<file path="config.mk">
export PLATFORM = sky130hd
export DESIGN_NAME = ether_tx_arbiter
export DESIGN_NICKNAME = d
export VERILOG_FILES = /design/src/rtl/ether_tx_arbiter.sv
export SDC_FILE = /design/constraint.sdc
export NUM_CORES = 1
export LEC_CHECK = 0
export ABC_CLOCK_PERIOD_IN_PS = 2460
export BUFFER_PORTS_ARGS = -buffer_cell sky130_fd_sc_hd__clkbuf_2
export CAP_MARGIN = 20
export CELL_PAD_IN_SITES_DETAIL_PLACEMENT = 1
export CELL_PAD_IN_SITES_GLOBAL_PLACEMENT = 2
export CORE_MARGIN = 2
export CORE_UTILIZATION = 31
export CTS_CLUSTER_SIZE = 8
export DETAILED_ROUTE_END_ITERATION = 10
export PLACE_DENSITY = 0.86
export SYNTH_ARGS = -nofsm -noshare
export SYNTH_HDL_FRONTEND = slang
export SYNTH_SLANG_ARGS = --single-unit
</file>
<file path="constraint.sdc">
create_clock -name clk -period 2.46 [get_ports clk]
set_clock_uncertainty 0.05 [all_clocks]
set_input_delay 0.246 -clock clk [delete_from_list [all_inputs] [get_ports clk]]
set_output_delay 0.246 -clock clk [all_outputs]
set_load 0.05 [all_outputs]
</file>
<file path="src/rtl/ether_tx_arbiter.sv">
// Round-robin arbiter that serializes whole frames from two byte-stream requesters
// onto the RMII transmit dibit pins. It adds preamble and SFD, then enforces the inter-frame gap.
module ether_tx_arbiter #(
    parameter int PREAMBLE_BYTES = 7,
    parameter int IFG_BYTES      = 12
) (
    input  logic       clk,
    input  logic       rst,
    input  logic [7:0] req0_tdata,
    input  logic       req0_tvalid,
    input  logic       req0_tlast,
    output logic       req0_tready,
    input  logic [7:0] req1_tdata,
    input  logic       req1_tvalid,
    input  logic       req1_tlast,
    output logic       req1_tready,
    output logic [1:0] txd,
    output logic       txen,
    output logic [1:0] grant,
    output logic       underrun
);

    typedef enum logic [2:0] {
        S_IDLE,
        S_PREAMBLE,
        S_SFD,
        S_DATA,
        S_IFG
    } state_t;

    localparam logic [5:0] PRE_LAST = 6'(PREAMBLE_BYTES - 1);
    localparam logic [5:0] IFG_LAST = 6'(IFG_BYTES - 1);

    state_t     state, state_n;
    logic [1:0] dibit_cnt, dibit_n;
    logic [5:0] byte_cnt, byte_n;
    logic [1:0] grant_n;
    logic       last_grant, last_grant_n;
    logic       hs, hs_n;
    logic       underrun_n;
    logic [7:0] data_byte, data_n;
    logic       data_last, last_n;

    logic       own_valid, own_last;
    logic [7:0] own_data;
    logic [7:0] cur_byte;

    assign own_valid = grant[1] ? req1_tvalid : req0_tvalid;
    assign own_last  = grant[1] ? req1_tlast  : req0_tlast;
    assign own_data  = grant[1] ? req1_tdata  : req0_tdata;

    // The handshake is decided one cycle ahead (dibit 2) so tready and underrun come
    // straight from flops. The requester holds tvalid steady across a frame.
    assign req0_tready = hs & grant[0];
    assign req1_tready = hs & grant[1];
    assign txen        = (state == S_PREAMBLE) || (state == S_SFD) || (state == S_DATA);

    always_comb begin
        cur_byte = 8'h00;
        unique case (state)
            S_PREAMBLE: cur_byte = 8'h55;
            S_SFD:      cur_byte = 8'hD5;
            S_DATA:     cur_byte = data_byte;
            default:    cur_byte = 8'h00;
        endcase
        txd = cur_byte[{dibit_cnt, 1'b0} +: 2];
    end

    always_comb begin
        // NOTE: every signal gets a default first so no path through the case infers a latch.
        state_n      = state;
        dibit_n      = dibit_cnt + 2'd1;
        byte_n       = byte_cnt;
        grant_n      = grant;
        last_grant_n = last_grant;
        hs_n         = 1'b0;
        underrun_n   = 1'b0;
        data_n       = data_byte;
        last_n       = data_last;

        if (((state == S_SFD) || ((state == S_DATA) && !data_last)) && (dibit_cnt == 2'd2)) begin
            hs_n       = own_valid;
            underrun_n = !own_valid;
        end
        if (hs) begin
            data_n = own_data;
            last_n = own_last;
        end

        unique case (state)
            S_IDLE: begin
                dibit_n = 2'd0;
                byte_n  = 6'd0;
                if (req0_tvalid || req1_tvalid) begin
                    last_grant_n = req1_tvalid && (!req0_tvalid || !last_grant);
                    grant_n      = last_grant_n ? 2'b10 : 2'b01;
                    state_n      = S_PREAMBLE;
                end
            end
            S_PREAMBLE: begin
                if (dibit_cnt == 2'd3) begin
                    if (byte_cnt == PRE_LAST) begin
                        state_n = S_SFD;
                        byte_n  = 6'd0;
                    end else begin
                        byte_n = byte_cnt + 6'd1;
                    end
                end
            end
            S_SFD: begin
                if (dibit_cnt == 2'd3) begin
                    state_n = hs ? S_DATA : S_IFG;
                    grant_n = hs ? grant : 2'b00;
                end
            end
            S_DATA: begin
                if ((dibit_cnt == 2'd3) && (data_last || !hs)) begin
                    state_n = S_IFG;
                    grant_n = 2'b00;
                    byte_n  = 6'd0;
                end
            end
            S_IFG: begin
                // The gap counts the IDLE arbitration cycle, so IFG itself ends one clk early.
                if ((byte_cnt == IFG_LAST) && (dibit_cnt == 2'd2)) begin
                    state_n = S_IDLE;
                end else if (dibit_cnt == 2'd3) begin
                    byte_n = byte_cnt + 6'd1;
                end
            end
            default: state_n = S_IDLE;
        endcase
    end

    // NOTE: state uses non-blocking assignments so every flop updates from pre-edge values.
    always_ff @(posedge clk) begin
        if (rst) begin
            state      <= S_IDLE;
            dibit_cnt  <= 2'd0;
            byte_cnt   <= 6'd0;
            grant      <= 2'b00;
            last_grant <= 1'b1;
            hs         <= 1'b0;
            underrun   <= 1'b0;
            data_byte  <= 8'h00;
            data_last  <= 1'b0;
        end else begin
            state      <= state_n;
            dibit_cnt  <= dibit_n;
            byte_cnt   <= byte_n;
            grant      <= grant_n;
            last_grant <= last_grant_n;
            hs         <= hs_n;
            underrun   <= underrun_n;
            data_byte  <= data_n;
            data_last  <= last_n;
        end
    end

endmodule

</file>
== Word-level counts from Yosys, hierarchy flattened ==
Index checks and enable logic that the tools add are counted.
Storage, ports and cells
  register bits after elaboration: 25
  output and inout bits: 8
  word-level logic and storage cells: 81
Cells by class
  add/subtract/negate cells: 2
  equality and inequality tests: 17
  shift-type cells: 1
  mux-type cells: 24
  bitwise operators: 3
  reductions and logical operators: 25
Operator list (number)
  two-way mux 6 bit: 5
  one-hot mux 6 bit (4 select lines): 1
  one-hot mux 8 bit (3 select lines): 1
  two-way mux 3 bit: 7
  one-hot mux 3 bit (5 select lines): 1
  two-way mux 2 bit: 5
  != test 2 bit, second input constant: 5
  AND reduction 5 bit: 2
  two-way mux 8 bit: 1
  != test 2 x 1 -> 1 bit, second input constant: 4
  variable part select 8 x 4 -> 2 bit: 1
  adder 6 x 1 -> 6 bit, second input constant: 1
  == test 3 x 2 -> 1 bit, second input constant: 2
  == test 6 x 3 -> 1 bit, second input constant: 1
  == test 6 x 4 -> 1 bit, second input constant: 1
  logical OR 1 bit: 6
  one-hot mux 2 bit (3 select lines): 1
  AND reduction 6 bit: 1
  logical AND 1 bit: 5
  logical NOT 1 bit: 5
  == test 2 bit, second input constant: 2
  nonzero test 4 bit: 1
  OR reduction 2 bit: 2
  == test 3 x 1 -> 1 bit, second input constant: 1
  other kinds (8): 10

== Longest topological paths before layout ==
  depth in word-level cells: 6
  gate-level depth with buffers: 8

== Least setup slack after synthesis ==
OpenSTA, ideal clock, no wires.
  path kind: reg2out
  start: reg state[0]
  end: out txd[0]
  arrival: 1.698 ns
  path slack: 0.466 ns
  cell stages (with the launch flop): 4
  path through: dfxtp_1 -> nor2_2 -> nor2_1 -> o21a_1
Between the ends
  word-level cells in the longest chain between the ends: 3
  elaborated cells on any way between the ends: 5
  those cells by class: 3 x eq/ne; 1 x shift; 1 x mux
RTL lines
  start: declaration: line 34  | state_t state, state_n;
  start signal: assignment: line 148  | state <= state_n;
  == test 3 x 2 -> 1 bit or == test 3 x 1 -> 1 bit (tied branches): line 60  | unique case (state)
  one-hot mux 8 bit (3 select lines) (*): line 60
  variable part select 8 x 4 -> 2 bit (*): line 66  | txd = cur_byte[{dibit_cnt, 1'b0} +: 2];
  end: declaration: line 17  | output logic [1:0] txd,
Mark *: on every way between the ends. The rest lies on a longest branch, timed or not.

== Worst setup path after layout ==
  start: reg dibit_cnt[0]
  end: reg byte_cnt[4]
Between the ends
  word-level cells in the longest chain between the ends: 4
  elaborated cells on any way between the ends: 9
  those cells by class: 6 x eq/ne; 3 x reduce/logical
RTL lines
  start: declaration: line 35  | logic [1:0] dibit_cnt, dibit_n;
  start signal: assignment: line 149  | dibit_cnt <= dibit_n;
  == test 2 bit, on equally long branches
  logical AND 1 bit, on equally long branches: line 125, 117
  != test 2 bit (no line) or != test 2 x 1 -> 1 bit (tied branches)
  AND reduction 5 bit (no line) (*)
  end signal: assignment: line 150  | byte_cnt <= byte_n;
  end: declaration: line 36  | logic [5:0] byte_cnt, byte_n;
Marks and branches as above.
A chain may end at the register's enable or synchronous reset.

==> results.md <==
- Status: finished, final reports clean
- Area growth syn-to-layout: 15.2%
- Worst Tran Pin Value: ~0.57 ns
- Most common cell after layout, fill and taps aside: sky130_fd_sc_hd__clkbuf_2
- DRT iter0 DRCs: 56
- Cell types occupying the most area after synthesis: sky130_fd_sc_hd__dfxtp_1 36%, sky130_fd_sc_hd__mux2i_1 8.6%, sky130_fd_sc_hd__a211oi_1 4.8%, sky130_fd_sc_hd__nor2_1 3.8%, sky130_fd_sc_hd__ha_1 3.6%
- Fill cell total of the finished layout: between 500 and 600
- Number of flops mapped to enable cells by yosys: 0
- Top achievable clock speed: between 400 and 500 MHz
- Adder and majority gate portion of the synthesized area: 0.0358
- Class of the tightest hold or removal check: in2reg
- Quantity of gates resized following cts: 0
- Power share of the combinational group: 0.357
- Via count: 1269
- Switching share of power: 0.396
- Critical path capture point type: flop
- Post-route cell area: 1610 um^2
- Maximum number of pins on one net before global-route repair: 28
- Total chip power: between 1 and 1.5 mW
- Clock insertion delay at the later pin of the skew report: about 0.27 ns
- DP Cell Count: between 200 and 250
- Vertical die dimension: between 70 and 80 um
- Cell count after synthesis: 160
- Post-route setup TNS: 0 ns
- Row count: 24
- Post-route clock period utilization: 0.828
- Syn_nets: roughly 190
- Pwr dens: 721 nW/um^2
- Vias in the first global route: approximately 1300
- Unrepaired setup endpoints after global routing: false
- Critical-path maximum fanout: 11
- Flops & latches, synth: 25
- Area share of the largest cell type after synthesis: 0.358
- Non-filler instance count after layout: approximately 240
- Required time of the critical path: 2.60 ns
- Async set-reset flop share out of synthesis: 0
- Maximum number of buffers from clock root to sink: 2
- Final hold violations: 0
- Final setup violation count: 0
- Antenna violations before repair: 0
- CTS Sinks: 25
- Place WS: about 0.42 ns
- Area fraction in compound gates after synthesis: 0.191
- Maximum single-stage delay on the critical path: 0.50 ns
- Total Routing Usage GR: 0.152
- Leading area contributor after synthesis: sky130_fd_sc_hd__dfxtp_1
- Clock Power Share: 0.218
- Diode count: 0
- Multiplexer fraction of the synthesized cell area: 0.102
- CTS clock-pin slew for the worst setup and hold paths: roughly 0.1 ns
- Number of buffers inserted to repair setup after CTS: 0
- Cts bufs inserted: 3
- Final worst-path setup slack: 0.423 ns
- Type of the worst setup path: reg2reg
- Detailed-routing iteration count for the pre-antenna-repair pass: 4
- Yosys Warn Count: 0
- Average wire per cell in the routed design: between 15 and 20 um
- Worst Path Buf+Inv: 1
- Main combinational cell family by area after synthesis: simple AND/OR/NAND/NOR gates
- Routed Wire Length: between 3 and 4 mm
- First-pass GRT wire length: ~6.2 mm
- Post-detailed-route DRC marker count: 0
- Width of the die: 71.2 um
- Post-synthesis simple-gate area fraction: 0.258
- Leading register cell type out of synthesis: sky130_fd_sc_hd__dfxtp_1
- Count of final max-slew check failures: 0
- Die Area: 5070 um^2
- Proportion of synthesized chip area in sequential cells: 0.358
- Category of cells accounting for the largest share of critical-path delay: simple AND/OR/NAND/NOR gates
- Placed Area: 1570 um^2
- Post-cts hold buffer count: 0
- Worst vdd ir: about 0.33 mV
- Internal: 701 uW
- Number of nets with antenna violations after routing: 0
- Net load switching power: about 460 uW
- I/O pin count: 30
- CTS tree: yes
- Global-route congestion overflow total: 0
- Nets: ~210
- Synthesized-area fraction occupied by xor and xnor cells: 0
- Max-slew headroom: 0.622
- Leak: 0.602 nW
- Count of unique library cells instantiated by Yosys: 41
- # H-tree levels: 1
- Cells along the critical path: inv_1, ha_1, nand4b_1, o211ai_1, and3_4, or4b_1, a31oi_1
- Startpoint class of the critical path: flop
- Final Wtd Congestion: 0.798
- Combined area of all synthesized cells: roughly 1400 um^2
- Number of violations of the max-capacitance limit: 0
- Reg power frac: 0.425
- Avg Cell Area, Syn: 8.74 um^2
- Commonest cells after routing, fill and taps aside: 29 x sky130_fd_sc_hd__clkbuf_2, 25 x sky130_fd_sc_hd__dfxtp_1, 14 x sky130_fd_sc_hd__nor2_1, 13 x sky130_fd_sc_hd__nand2_1, 12 x sky130_fd_sc_hd__mux2i_1
- Share of layout cells above drive strength 1: 0.234
- Area of the placeable core: between 4000 and 5000 um^2
- Per-cell via count in the routed design: approximately 5.4
- Data arrival at the endpoint of the critical path: about 2.2 ns
- IO Port Bufs: 29
- HPWL reported at the end of detailed placement: between 2 and 3 mm
- Standard cell with the maximum stage delay on the critical path: sky130_fd_sc_hd__or4b_1
- Post-layout minimum cycle time: ~2 ns
- Starting density of the core: 0.321
- Root buf cell: sky130_fd_sc_hd__clkbuf_8
-- Yosys cell counts, types with 2 or more instances --
cell type,number
sky130_fd_sc_hd__a211oi_1,9
sky130_fd_sc_hd__a21oi_1,9
sky130_fd_sc_hd__a31oi_1,5
sky130_fd_sc_hd__and2_1,3
sky130_fd_sc_hd__buf_2,2
sky130_fd_sc_hd__buf_6,2
sky130_fd_sc_hd__clkbuf_1,6
sky130_fd_sc_hd__dfxtp_1,25
sky130_fd_sc_hd__ha_1,4
sky130_fd_sc_hd__inv_1,5
sky130_fd_sc_hd__mux2i_1,12
sky130_fd_sc_hd__nand2_1,13
sky130_fd_sc_hd__nand2b_1,2
sky130_fd_sc_hd__nand3_1,5
sky130_fd_sc_hd__nand3b_1,5
sky130_fd_sc_hd__nor2_1,14
sky130_fd_sc_hd__nor2_2,2
sky130_fd_sc_hd__nor2b_1,2
sky130_fd_sc_hd__nor3_1,4
sky130_fd_sc_hd__nor4_1,3
sky130_fd_sc_hd__o211ai_1,2
sky130_fd_sc_hd__o21a_1,2
sky130_fd_sc_hd__o31ai_1,3
sky130_fd_sc_hd__or2_2,2
sky130_fd_sc_hd__or4b_1,3
-- cell type report --
class,instances,area [um^2],share of cell area
repair buffers,31,160,0.0994
clock buffers,3,41.3,0.0256
multi-input cells,119,821,0.509
flip-flops and latches,25,500,0.311
inverters,5,18.8,0.0116
well taps,52,65.1,0.0404
clock inverters,1,5.00,0.00311
-- state kept, by name, indices dropped and copies added, names as in the netlist --
| register | cells |
|---|---|
| state | 3 |
| grant | 2 |
| underrun | 1 |
| data_last | 1 |
| last_grant | 1 |
| data_byte | 8 |
| hs | 1 |
| dibit_cnt | 2 |
| byte_cnt | 6 |
-- logic make-up (layout without fill, tap and decap cells) --
family,count (synthesis),in the layout
AND/OR/NAND/NOR,64,64
multiplexers,13,13
buffers and inverters,16,40
adder cells (fa/ha/maj),4,4
flip-flops,25,25
AO/OA/AOI/OAI,38,38
-- power by group through the flow --
| stage | Sequential (mW) | Clock [mW] | Combinational [mW] |
|---|---|---|---|
| final | 0.493 | 0.254 | 0.414 |
| after global placement | 0.497 | 0 | 0.400 |
| after detailed placement | 0.502 | 0 | 0.414 |
| after global routing | 0.500 | 0.278 | 0.456 |
| after floorplan | 0.495 | 0 | 0.333 |
| after CTS | 0.493 | 0.263 | 0.418 |
-- worst min-delay path, stage by stage --
cell                       delay, ns
sky130_fd_sc_hd__clkbuf_2       0.11
sky130_fd_sc_hd__mux2i_1        0.08
sky130_fd_sc_hd__nor2_1         0.09
-- layer usage --
layer / track usage / vias to the layer above / wire [um]
li1: - / 631 / -
met1: 0.189 / 608 / 1700
met2: 0.259 / 26 / 1760
met3: 0.0242 / 4 / 120
met4: 0.0629 / 0 / 65
met5: 0 / - / 0
-- stage by stage --
| step | hold slack (ns) | util |
|---|---|---|
| floorplan | 0.352 | - |
| global placement | 0.398 | 0.359 |
| detailed placement | 0.433 | 0.359 |
| CTS | 0.234 | 0.370 |
| global route | 0.238 | 0.370 |
| finish | 0.231 | 0.370 |
-- path summary, 6_finish.rpt --
| path | startpoint | endpoint | slack, ns | cells past startpoint |
|---|---|---|---|---|
| setup / recovery | dibit_cnt[0] | byte_cnt[4] | 0.42 | 7 |
| hold reg to reg | data_byte[6] | data_byte[6] | 0.45 | 2 |
| setup reg to reg | dibit_cnt[0] | byte_cnt[4] | 0.42 | 7 |
| hold / removal | req0_tvalid | hs | 0.23 | 3 |
(Power assumes the default switching activity.)
